### config.mk
export PLATFORM = sky130hd
export DESIGN_NAME = serial_magnitude_comparator
export DESIGN_NICKNAME = d
export VERILOG_FILES = /design/src/rtl/serial_magnitude_comparator_pkg.sv /design/src/rtl/serial_magnitude_comparator_onebit.sv /design/src/rtl/serial_magnitude_comparator.sv
export SDC_FILE = /design/constraint.sdc
export NUM_CORES = 1
export LEC_CHECK = 0
export ABC_AREA = 0
export CORE_ASPECT_RATIO = 1.5
export CORE_MARGIN = 10
export CORE_UTILIZATION = 45
export CTS_BUF_LIST = sky130_fd_sc_hd__clkbuf_4
export CTS_CLUSTER_DIAMETER = 50
export DETAILED_ROUTE_END_ITERATION = 12
export PLACE_DENSITY = 0.7
export SYNTH_ARGS = -nofsm -noshare
export SYNTH_HDL_FRONTEND = slang
export SYNTH_SLANG_ARGS = --single-unit
### constraint.sdc
create_clock -name clk -period 5.2 [get_ports clk]
set_clock_uncertainty 0.1 [all_clocks]
set_input_delay 1.56 -clock clk [delete_from_list [all_inputs] [get_ports clk]]
set_output_delay 1.56 -clock clk [all_outputs]
set_load 0.01 [all_outputs]
### src/rtl/serial_magnitude_comparator_pkg.sv
// Shared types and defaults for the serial magnitude comparator.
package serial_magnitude_comparator_pkg;

    // Sequencer states
    typedef enum logic [1:0] {
        ST_IDLE = 2'd0,
        ST_SCAN = 2'd1,
        ST_DONE = 2'd2
    } state_t;

    localparam int unsigned DEF_WIDTH = 8;
    localparam int unsigned DEF_CNT_W = 4;

endpackage

### src/rtl/serial_magnitude_comparator_onebit.sv
// Purely combinational single-bit magnitude comparator.
module onebit_comparator (
    input  logic a,
    input  logic b,
    output logic agb,
    output logic eg,
    output logic alb
);

    // Exactly one of the three flags is high for any input pair
    always_comb begin
        agb = a & ~b;
        alb = ~a & b;
        eg  = ~(a ^ b);
    end

endmodule

### src/rtl/serial_magnitude_comparator.sv
// Serial MSB-first unsigned magnitude comparator built around one
// onebit_comparator; stops at the first differing bit.
module serial_magnitude_comparator
    import serial_magnitude_comparator_pkg::*;
#(
    parameter int unsigned WIDTH = DEF_WIDTH,
    parameter int unsigned CNT_W = DEF_CNT_W
) (
    input  logic             clk,
    input  logic             rst_n,
    input  logic             start,
    input  logic [WIDTH-1:0] a_in,
    input  logic [WIDTH-1:0] b_in,
    output logic             busy,
    output logic             done,
    output logic             agb,
    output logic             eg,
    output logic             alb,
    output logic [CNT_W-1:0] bits_used
);

    state_t             state;
    logic [WIDTH-1:0]   a_sh;
    logic [WIDTH-1:0]   b_sh;
    logic [CNT_W-1:0]   cnt;
    logic               cmp_agb;
    logic               cmp_eg;
    logic               cmp_alb;

    onebit_comparator u_bit (
        .a   (a_sh[WIDTH-1]),
        .b   (b_sh[WIDTH-1]),
        .agb (cmp_agb),
        .eg  (cmp_eg),
        .alb (cmp_alb)
    );

    // Sequencer: operand capture, MSB-first scan, registered verdict
    always_ff @(posedge clk or negedge rst_n) begin
        if (!rst_n) begin
            state     <= ST_IDLE;
            a_sh      <= '0;
            b_sh      <= '0;
            cnt       <= '0;
            busy      <= 1'b0;
            done      <= 1'b0;
            agb       <= 1'b0;
            eg        <= 1'b0;
            alb       <= 1'b0;
            bits_used <= '0;
        end else begin
            case (state)
                // DONE accepts a new start exactly like IDLE (back-to-back)
                ST_IDLE, ST_DONE: begin
                    done <= 1'b0;
                    if (start) begin
                        a_sh      <= a_in;
                        b_sh      <= b_in;
                        cnt       <= CNT_W'(WIDTH);
                        agb       <= 1'b0;
                        eg        <= 1'b0;
                        alb       <= 1'b0;
                        bits_used <= '0;
                        busy      <= 1'b1;
                        state     <= ST_SCAN;
                    end else begin
                        state <= ST_IDLE;
                    end
                end
                ST_SCAN: begin
                    bits_used <= bits_used + CNT_W'(1);
                    if (cmp_agb) begin
                        agb   <= 1'b1;
                        done  <= 1'b1;
                        busy  <= 1'b0;
                        state <= ST_DONE;
                    end else if (cmp_alb) begin
                        alb   <= 1'b1;
                        done  <= 1'b1;
                        busy  <= 1'b0;
                        state <= ST_DONE;
                    end else if (cmp_eg && cnt == CNT_W'(1)) begin
                        eg    <= 1'b1;
                        done  <= 1'b1;
                        busy  <= 1'b0;
                        state <= ST_DONE;
                    end else begin
                        a_sh <= {a_sh[WIDTH-2:0], 1'b0};
                        b_sh <= {b_sh[WIDTH-2:0], 1'b0};
                        cnt  <= cnt - CNT_W'(1);
                    end
                end
                default: begin
                    busy  <= 1'b0;
                    done  <= 1'b0;
                    state <= ST_IDLE;
                end
            endcase
        end
    end

endmodule

==> flow_summary.ini <==
[timing]
period_minus_slack_ps = 3460
timing.fmax_mhz = 289
rsz0062_at_grt = no
slew_headroom_pct = 45.3
tns_ps = 0
min_period_over_period_pct = 66.5
finalHoldViolCount = 0
tightest_slew_ps = 818
final-setup-viol-count = 0
hold_slack_ps = 384
slew_viol_final = 0

[worst_setup_path]
path_cells = clkdlybuf4s50_1 > nor2b_1 > a2bb2oi_4 > mux2_2
end_kind = flip-flop
crit_type = input pin to flip-flop
cpPeakStageDelay_ps = 540
slowest_stage = nor2b_1
worstPathMaxFanout = 19
cp.arrival_ps = 3560
reg2reg_slack_ps = 3000
critPathLaunchType = input pin
critPathRequiredTime_ps = 5300

[clock_tree]
numCtsBuffers = 5
cts_tree = yes
clkSinkCount = 30
clockRootBuffer = clkbuf_4
htreeDepth = 2
clockBufferDepth = 2
cts_hold_buf = 0
path_clk_slew_ps = 90
clk_latency_ps = 320
cts_setup_buffers = 0
cts-resized-gates = 0

[global_route]
antenna_found_initial = 0
grt_util_met2_pct = 16.3
grt_pass1_vias = 1109
grtUsageMet1_pct = 10.8
grt_max_degree = 20
met3_usage_pct = 4.47
grt-ovfl-total = 0
grt_pass1_wl_mm = 4.89
grtUsageTotal_pct = 10.2
grt-busiest-layer = met2

[layout]
register_area_um2 = 751
final_nets = 176
num-fill-cells = 294
area_delta_synth_final_pct = 23.1
final_common_cell = dfrtp_1
layout_common_cells = dfrtp_1, clkdlybuf4s50_1, mux2_2
diodes = 0
multi_input_area_um2 = 693
fin_area_um2 = 1850
drive_above_1_share_pct = 22.5
postLayoutCoreUtil_pct = 58.0

[placement]
dpl_cell_area_um2 = 1810
hpwl_mm = 2.15
numPortBuffers = 27
gp_congestion = 0.799

[synthesis]
synth.yosys.warnings = 0
post_synth_num_cell_types = 31
syn_area_um2 = 1500
yosysSeqAreaShare_pct = 50.0
synth-seq-cells = 30
synth_cells = 121
ys_async_sr_fraction_pct = 100
synth-edff-count = 0
syn_nets = 145
ys_dominant_reg_cell = dfrtp_1
syn_avg_cell_area_um2 = 12.4

[power_and_ir_drop]
p_total_mw = 1.04
p_leak_nw = 0.815
p_per_area_nw_per_um2 = 561
vdd_drop_max_uv = 285

[flow_run]
cap_viol_max_count = 0

[floorplan]
dieWidth_um = 67.2
dieArea_um2 = 6100
initial_core_util_pct = 47.1
die_h_um = 90.8
coreArea_um2 = 3190
rows = 25
io_pins = 28

[route]
vias_per_cell = 5.42
wl_per_cell_um = 14.9
drtAntennaViolNets = 0
wirelength_mm = 2.84
drc = 0
vias = 1035
drt-initial-drc-count = 52
dr.pass1.iters = 4

[hold_path]
hold_class = flip-flop to flip-flop

[status]
status = completed
-- per-layer routing --
layer  vias to the layer above  share of wire, %
met1                       503                43
met4                         0               2.5
met3                         8               6.9
met2                        31                48
li1                        493                 -
met5                         -                 0
-- synth_stat cells (2+ instances only) --
cell	number	share of area, %
o21ai_0	6	2.0
nor2b_1	2	0.83
o22ai_1	2	0.83
ha_1	5	4.2
mux2_4	2	2.0
dfrtp_1	30	50
a21oi_1	2	0.67
nor2_1	2	0.50
buf_2	2	0.67
nand2b_1	3	1.2
mux2i_1	7	4.7
inv_1	8	2.0
nand2_1	9	2.2
clkbuf_1	2	0.50
mux2_2	21	16
nand3_1	3	1.0
-- sequential cells by signal, summed over array words and instances, names as in the netlist --
| name | cells |
|---|---|
| a_sh | 8 |
| agb | 1 |
| alb | 1 |
| b_sh | 8 |
| bits_used | 4 |
| busy | 1 |
| cnt | 4 |
| done | 1 |
| eg | 1 |
| state | 1 |
-- critical path, delay by kind of cell --
family | cells | cell delay [ps]
AO/OA/AOI/OAI | 1 | 540
AND/OR/NAND/NOR | 1 | 540
buffers and inverters | 1 | 510
multiplexers | 1 | 400
-- power by group --
part           internal [mW]  switching (mW)  total (mW)
logic                  0.286           0.222       0.508
registers              0.341          0.0709       0.412
clock network         0.0460          0.0725       0.118
total                  0.673           0.365        1.04
-- layout make-up --
type	count	share of cell area [%]
well taps	40	2.70
clock inverters	1	0.203
repair buffers	29	15.4
inverters	8	1.62
multi-input cells	78	37.5
clock buffers	5	2.03
flip-flops and latches	30	40.6
-- final timing paths --
check,startpoint,end,cells after the start
max,start,a_sh[5],4
min,bits_used[3],bits_used[3],1
max reg2reg,b_sh[7],a_sh[5],5
min reg2reg,bits_used[3],bits_used[3],1
max in group asynchronous,rst_n,a_sh[5],2
min in group asynchronous,rst_n,busy,1
-- metrics by stage --
step,std cells,setup slack [ps]
after global placement,185,1490
after global routing,191,1680
after CTS,191,1770
after detailed placement,185,1430
final,191,1740
after floorplan,121,2250
-- cells by family after synthesis --
family / share of synthesized area, %
AOI/OAI and AO/OA: 7.49
DFF: 50.0
buffers and inverters: 3.91
muxes: 23.1
adders and majority gates: 4.16
and+or+nand+nor: 11.3
(Power assumes the default switching activity.)
